**src/rtl/id_stage_if.sv**
```systemverilog
// id_stage_if: IF fetch, WB write, MEM hazard inputs and ID/EX outputs of the decode stage.
interface id_stage_if #(parameter int XLEN = 19);
  logic [XLEN-1:0] pc, instruction, branch_target, wb_data;
  logic [XLEN-1:0] ex_rs1_val, ex_rs2_val, ex_imm, ex_pc;
  logic branch_taken, stall, wb_en, mem_reg_write;
  logic ex_valid, ex_reg_write, ex_mem_read, ex_mem_write, illegal;
  logic [2:0] wb_addr, mem_rd, ex_rd;
  logic [3:0] ex_op;
  modport master (
    output pc, instruction, wb_en, wb_addr, wb_data, mem_rd, mem_reg_write,
    input branch_taken, branch_target, stall, ex_valid, ex_op, ex_rd, ex_rs1_val,
          ex_rs2_val, ex_imm, ex_pc, ex_reg_write, ex_mem_read, ex_mem_write, illegal
  );
  modport slave (
    input pc, instruction, wb_en, wb_addr, wb_data, mem_rd, mem_reg_write,
    output branch_taken, branch_target, stall, ex_valid, ex_op, ex_rd, ex_rs1_val,
           ex_rs2_val, ex_imm, ex_pc, ex_reg_write, ex_mem_read, ex_mem_write, illegal
  );
endinterface

```
**src/rtl/id_stage.sv**
```systemverilog
// id_stage: decode with register file, load-use/branch stalls and branch resolution in ID.
module id_stage #(parameter int XLEN = 19) (
  input logic clk,
  input logic rst_n,
  id_stage_if.slave bus
);
  logic [XLEN-1:0] id_pc, id_instr, v1, v2, imm, off;
  logic [XLEN-1:0] rf [8];
  logic id_valid, bad, is_br, is_jmp, reg_write, use1, use2, load_use, br_stall, issue;
  logic [3:0] op;
  logic [2:0] rd, rs1, rs2;

  function automatic logic hit(input logic [2:0] r, input logic [2:0] er, input logic ew,
                               input logic [2:0] mr, input logic mw);
    return r != 3'd0 && ((ew && r == er) || (mw && r == mr));
  endfunction

  always_comb begin
    op = id_instr[18:15];
    rd = id_instr[14:12];
    rs1 = id_instr[11:9];
    is_br = op == 4'd9 || op == 4'd10;
    is_jmp = op == 4'd11;
    bad = op >= 4'd12;
    rs2 = (is_br || op == 4'd8) ? rd : id_instr[8:6];
    use1 = op != 4'd0 && op <= 4'd10;
    use2 = (op != 4'd0 && op <= 4'd5) || (op >= 4'd8 && op <= 4'd10);
    reg_write = op != 4'd0 && op <= 4'd7;
    v1 = rs1 == 3'd0 ? '0 : (bus.wb_en && bus.wb_addr == rs1) ? bus.wb_data : rf[rs1];
    v2 = rs2 == 3'd0 ? '0 : (bus.wb_en && bus.wb_addr == rs2) ? bus.wb_data : rf[rs2];
    imm = {{(XLEN-9){id_instr[8]}}, id_instr[8:0]};
    off = is_jmp ? {{(XLEN-15){id_instr[14]}}, id_instr[14:0]} : imm;
    load_use = bus.ex_valid && bus.ex_mem_read && bus.ex_rd != 3'd0 &&
               ((use1 && rs1 == bus.ex_rd) || (use2 && rs2 == bus.ex_rd));
    br_stall = is_br && (hit(rs1, bus.ex_rd, bus.ex_valid && bus.ex_reg_write, bus.mem_rd, bus.mem_reg_write) ||
                         hit(rs2, bus.ex_rd, bus.ex_valid && bus.ex_reg_write, bus.mem_rd, bus.mem_reg_write));
    bus.stall = id_valid && (load_use || br_stall);
    issue = id_valid && !bus.stall;
    bus.branch_taken = issue && (is_jmp || (op == 4'd9 && v1 == v2) || (op == 4'd10 && v1 != v2));
    bus.branch_target = bus.branch_taken ? id_pc + off : '0;
  end

  // IF/ID holds on stall; a taken branch squashes the wrong-path fetch
  always_ff @(posedge clk or negedge rst_n)
    if (!rst_n) begin
      id_pc <= '0;
      id_instr <= '0;
      id_valid <= 1'b0;
      for (int i = 0; i < 8; i++) rf[i] <= '0;
    end else begin
      if (bus.wb_en && bus.wb_addr != 3'd0) rf[bus.wb_addr] <= bus.wb_data;
      if (!bus.stall) begin
        id_pc <= bus.pc;
        id_instr <= bus.instruction;
        id_valid <= !bus.branch_taken;
      end
    end

  always_ff @(posedge clk or negedge rst_n)
    if (!rst_n) begin
      bus.ex_valid <= 1'b0;
      bus.ex_op <= '0;
      bus.ex_rd <= '0;
      bus.ex_rs1_val <= '0;
      bus.ex_rs2_val <= '0;
      bus.ex_imm <= '0;
      bus.ex_pc <= '0;
      bus.ex_reg_write <= 1'b0;
      bus.ex_mem_read <= 1'b0;
      bus.ex_mem_write <= 1'b0;
      bus.illegal <= 1'b0;
    end else begin
      bus.ex_valid <= issue;
      bus.ex_op <= issue && !bad ? op : '0;
      bus.ex_rd <= issue && reg_write ? rd : '0;
      bus.ex_rs1_val <= issue ? v1 : '0;
      bus.ex_rs2_val <= issue ? v2 : '0;
      bus.ex_imm <= issue ? off : '0;
      bus.ex_pc <= issue ? id_pc : '0;
      bus.ex_reg_write <= issue && reg_write;
      bus.ex_mem_read <= issue && op == 4'd7;
      bus.ex_mem_write <= issue && op == 4'd8;
      bus.illegal <= issue && bad;
    end
endmodule

```
**src/flat_wrapper.sv**
```systemverilog
// flat-port wrapper written by rule: the top's interface ports become plain ports
module id_stage_flat 
#(parameter int XLEN = 19)
  (clk, rst_n, bus_pc, bus_instruction, bus_wb_en, bus_wb_addr, bus_wb_data, bus_mem_rd, bus_mem_reg_write, bus_branch_taken, bus_branch_target, bus_stall, bus_ex_valid, bus_ex_op, bus_ex_rd, bus_ex_rs1_val, bus_ex_rs2_val, bus_ex_imm, bus_ex_pc, bus_ex_reg_write, bus_ex_mem_read, bus_ex_mem_write, bus_illegal);
  id_stage_if #(.XLEN(XLEN)) bus_i ();
  input logic clk;
  input logic rst_n;
  input wire logic [$bits(bus_i.pc)-1:0] bus_pc;
  input wire logic [$bits(bus_i.instruction)-1:0] bus_instruction;
  input wire logic [$bits(bus_i.wb_en)-1:0] bus_wb_en;
  input wire logic [$bits(bus_i.wb_addr)-1:0] bus_wb_addr;
  input wire logic [$bits(bus_i.wb_data)-1:0] bus_wb_data;
  input wire logic [$bits(bus_i.mem_rd)-1:0] bus_mem_rd;
  input wire logic [$bits(bus_i.mem_reg_write)-1:0] bus_mem_reg_write;
  output wire logic [$bits(bus_i.branch_taken)-1:0] bus_branch_taken;
  output wire logic [$bits(bus_i.branch_target)-1:0] bus_branch_target;
  output wire logic [$bits(bus_i.stall)-1:0] bus_stall;
  output wire logic [$bits(bus_i.ex_valid)-1:0] bus_ex_valid;
  output wire logic [$bits(bus_i.ex_op)-1:0] bus_ex_op;
  output wire logic [$bits(bus_i.ex_rd)-1:0] bus_ex_rd;
  output wire logic [$bits(bus_i.ex_rs1_val)-1:0] bus_ex_rs1_val;
  output wire logic [$bits(bus_i.ex_rs2_val)-1:0] bus_ex_rs2_val;
  output wire logic [$bits(bus_i.ex_imm)-1:0] bus_ex_imm;
  output wire logic [$bits(bus_i.ex_pc)-1:0] bus_ex_pc;
  output wire logic [$bits(bus_i.ex_reg_write)-1:0] bus_ex_reg_write;
  output wire logic [$bits(bus_i.ex_mem_read)-1:0] bus_ex_mem_read;
  output wire logic [$bits(bus_i.ex_mem_write)-1:0] bus_ex_mem_write;
  output wire logic [$bits(bus_i.illegal)-1:0] bus_illegal;
  assign bus_i.pc = bus_pc;
  assign bus_i.instruction = bus_instruction;
  assign bus_i.wb_en = bus_wb_en;
  assign bus_i.wb_addr = bus_wb_addr;
  assign bus_i.wb_data = bus_wb_data;
  assign bus_i.mem_rd = bus_mem_rd;
  assign bus_i.mem_reg_write = bus_mem_reg_write;
  assign bus_branch_taken = bus_i.branch_taken;
  assign bus_branch_target = bus_i.branch_target;
  assign bus_stall = bus_i.stall;
  assign bus_ex_valid = bus_i.ex_valid;
  assign bus_ex_op = bus_i.ex_op;
  assign bus_ex_rd = bus_i.ex_rd;
  assign bus_ex_rs1_val = bus_i.ex_rs1_val;
  assign bus_ex_rs2_val = bus_i.ex_rs2_val;
  assign bus_ex_imm = bus_i.ex_imm;
  assign bus_ex_pc = bus_i.ex_pc;
  assign bus_ex_reg_write = bus_i.ex_reg_write;
  assign bus_ex_mem_read = bus_i.ex_mem_read;
  assign bus_ex_mem_write = bus_i.ex_mem_write;
  assign bus_illegal = bus_i.illegal;
  id_stage #(.XLEN(XLEN)) u_core (.clk(clk), .rst_n(rst_n), .bus(bus_i));
endmodule
```
**config.mk**
```make
export PLATFORM = sky130hd
export DESIGN_NAME = id_stage_flat
export DESIGN_NICKNAME = d
export VERILOG_FILES = /design/src/rtl/id_stage_if.sv /design/src/rtl/id_stage.sv /design/src/flat_wrapper.sv
export SDC_FILE = /design/constraint.sdc
export NUM_CORES = 1
export LEC_CHECK = 0
export ABC_AREA = 0
export ABC_CLOCK_PERIOD_IN_PS = 14300
export CAP_MARGIN = 15
export CORE_MARGIN = 2
export CORE_UTILIZATION = 30
export DETAILED_ROUTE_END_ITERATION = 10
export GPL_ROUTABILITY_DRIVEN = 1
export SYNTH_ARGS = -nofsm -noshare
export SYNTH_HDL_FRONTEND = slang
export SYNTH_SLANG_ARGS = --single-unit
```
**constraint.sdc**
```tcl
create_clock -name clk -period 14.3 [get_ports clk]
set_input_delay 2.86 -clock clk [delete_from_list [all_inputs] [get_ports clk]]
set_output_delay 2.86 -clock clk [all_outputs]
set_load 0.03 [all_outputs]
```
==> impl_metrics.tcl <==
set metrics [dict create \
    yosysSeqAreaShare 0.442 \
    layout-drive-gt1-share 0.212 \
    critPathLaunchType "input pin" \
    synthCells 1443 \
    cts.path.max_buffers 3 \
    insertion_delay_ns 0.58 \
    layout_common_cells "dfrtp_1, clkdlybuf4s50_1, mux2_2" \
    yosys.area_share.simple 0.141 \
    hpwlAfterDp_mm 36.7 \
    holdPathEnd "u_core.rf[148]" \
    vdd_drop_max_v 0.0000895 \
    timing.fmax_mhz 90.0 \
    hold_path_depth 0 \
    antenna_cells 0 \
    syn_area_um2 15600 \
    status "completed" \
    numClockSinks 275 \
    wl_per_cell_um 23.6 \
    reg2reg_to "u_core.bus.ex_rs2_val[15]" \
    io_buffer_count 175 \
    row_count 83 \
    setup_ws_ns 3.18 \
    ys.flop_type "dfrtp_1" \
    crit_fanout 25 \
    synth_mux_area_frac 0.191 \
    crit_type "input pin to output port" \
    cts_setup_buffers 0 \
    rr_worst_depth 12 \
    grt_max_degree 136 \
    final_common_cell "dfrtp_1" \
    postCtsHoldBufs 0 \
    finClkSkew_ns 0.0124 \
    synth_compound_area_frac 0.142 \
    min_path_type "register to register" \
    tns_ns 0 \
    place.gp.congestion 0.964 \
    cp_data_arrival_time_ns 8.26 \
    synth_top_family_by_area "multiplexers" \
    clock-root-buffer "clkbuf_16" \
    fin_crit_sh 0.777 \
    antenna_found_initial 4 \
    powerDensity_nw_per_um2 144 \
    pin_count 176 \
    h-tree-depth 1 \
    coreArea_um2 51300 \
    stdcell_count 2241 \
    nets 1624 \
    r2r_start "u_core.id_instr[18]" \
    power_leakage_nw 7.66 \
    synth_top_area_share 0.442 \
    fin_area_um2 18800 \
    synth_xor_area_frac 0.0225 \
    synth_nets 1529 \
    worst_pin_slew_ns 1.19 \
    place_area_um2 17800 \
    ant_nets 0 \
    path_clk_slew_ns 0.06 \
    synthTopCellsByArea "dfrtp_1, mux2_2, mux4_2" \
    slew-limit-headroom 0.201 \
    synth_seq_cells 275 \
    track_usage 0.194 \
    via_per_inst 5.52 \
    gr-total-overflow 0 \
    fin_crit_ns 11.12 \
    place_ws_ns 3.32 \
    grt_pass1_wl_mm 79.8 \
    synth_edf_count 0 \
    min_from "u_core.rf[148]" \
    required_ns 11.44 \
    die_y_um 232 \
    fin_util 0.367 \
    area_delta_synth_final_pct 21.0 \
    tritoncts "done" \
    rrSetupSlack_ns 7.61 \
    synth_area_per_cell_um2 10.8 \
    fill_cells 5029 \
    routed_wl_mm 52.8 \
    drv_slew 0 \
    initialDrtViolationCount 1189 \
    synth.distinct_cells 87 \
    cts_made_buffers 29 \
    cts-resized-gates 0 \
    first_global_vias 12300 \
    final-hold-violation-count 0 \
    dieArea_um2 53700 \
    setup_viol 0 \
    drt-pass1-iter-count 5 \
    max-cap-violations 0 \
    synthArstFlopShare 1.00 \
    yosys_warnings 0 \
    finalPower_mw 2.71 \
    grt_setup_unrepaired "false" \
    synth_area_leader_cell "dfrtp_1" \
    vias 12400 \
    dp.cells 2186 \
    cp-end-kind "output port" \
    drc 0 \
    holdWs_ns 0.408 \
    start_util 0.304 \
    synthAdderAreaFrac 0.0157 \
    die_w_um 232 \
]
critical path: stages:
cell and delay, ns:
clkdlybuf4s50_1 0.63, xor2_1 0.24, a2111oi_1 0.66, a21oi_1 0.17, nor2_2 0.86, o41a_1 0.33, o221ai_1 0.15, nor4_1 0.44
a31oi_1 0.25, or4_4 0.73, a21oi_2 0.22, clkdlybuf4s50_1 0.69
how the worst max path moves through the flow:
| stage | from | endpoint | slack (ns) |
|---|---|---|---|
| after floorplan | bus_wb_addr[1] | bus_branch_target[18] | 5.43 |
| after global placement | bus_wb_addr[1] | bus_branch_target[2] | 3.38 |
| after detailed placement | bus_wb_addr[1] | bus_branch_target[14] | 3.32 |
| after CTS | bus_wb_addr[1] | bus_branch_target[14] | 3.29 |
| after global routing | bus_wb_addr[2] | bus_branch_target[2] | 2.82 |
| final | bus_wb_addr[1] | bus_branch_target[14] | 3.18 |
routing by layer:
metal / up-vias / wire length, um / GRT usage
li1: 5494 / - / -
met1: 6284 / 23500 / 0.274
met2: 492 / 24100 / 0.304
met3: 94 / 3930 / 0.0352
met4: 8 / 1290 / 0.0525
met5: - / 50 / 0
cells in the mapped netlist (4+ instances only):
| cell | n |
|---|---|
| a2111oi_0 | 7 |
| a211oi_1 | 41 |
| a21boi_1 | 6 |
| a21o_1 | 6 |
| a21oi_1 | 24 |
| a21oi_2 | 16 |
| a221oi_1 | 4 |
| a22oi_1 | 31 |
| a311oi_1 | 4 |
| a31o_2 | 5 |
| a31oi_1 | 5 |
| a32o_1 | 5 |
| a32oi_1 | 8 |
| and2_1 | 41 |
| and3_1 | 25 |
| buf_1 | 9 |
| buf_2 | 30 |
| buf_4 | 12 |
| buf_6 | 5 |
| clkbuf_1 | 84 |
| dfrtp_1 | 275 |
| ha_1 | 18 |
| inv_1 | 18 |
| mux2_2 | 159 |
| mux2i_1 | 28 |
| mux4_2 | 40 |
| nand2_1 | 111 |
| nand2b_1 | 51 |
| nand3_1 | 38 |
| nand4_1 | 11 |
| nand4b_1 | 6 |
| nor2_1 | 70 |
| nor3_1 | 25 |
| nor4_1 | 8 |
| nor4b_1 | 4 |
| o2111ai_1 | 4 |
| o211ai_1 | 24 |
| o21ai_0 | 53 |
| o22ai_1 | 12 |
| o31a_1 | 4 |
| o41a_1 | 4 |
| or3_1 | 6 |
| xnor2_1 | 25 |
| xor2_1 | 15 |
report_power, final:
group / total (mW) / internal (mW) / switching [mW] / leakage (nW)
clock network: 0.827 / 0.493 / 0.334 / 0.516
logic: 0.875 / 0.372 / 0.502 / 3.78
registers: 1.01 / 0.913 / 0.0988 / 3.37
total: 2.71 / 1.78 / 0.935 / 7.66
flip-flops by register name (all words and copies together), names as in the netlist, 3 cells and up:
register	count
u_core.bus.ex_rs1_val	19
u_core.bus.ex_op	4
u_core.id_pc	19
u_core.bus.ex_rd	3
u_core.bus.ex_rs2_val	19
u_core.bus.ex_pc	19
u_core.bus.ex_imm	15
u_core.rf	152
u_core.id_instr	19
final cells by class:
cell class	instances	area, um2	area share
clock buffer	33	761	0.0404
multi-input combinational	1009	8020	0.426
timing repair buffer	205	1980	0.105
tap	680	851	0.0452
inverter	18	67.6	0.00359
sequential	275	6880	0.365
clock inverter	21	277	0.0147
logic make-up after synthesis:
group	count (synthesis)
AOI/OAI and AO/OA	302
muxes	227
xor gates and xnor gates	40
DFF	275
adders and majority gates	19
buffers and inverters	159
and+or+nand+nor	421
No activity file was read; power rests on OpenSTA's default activity.
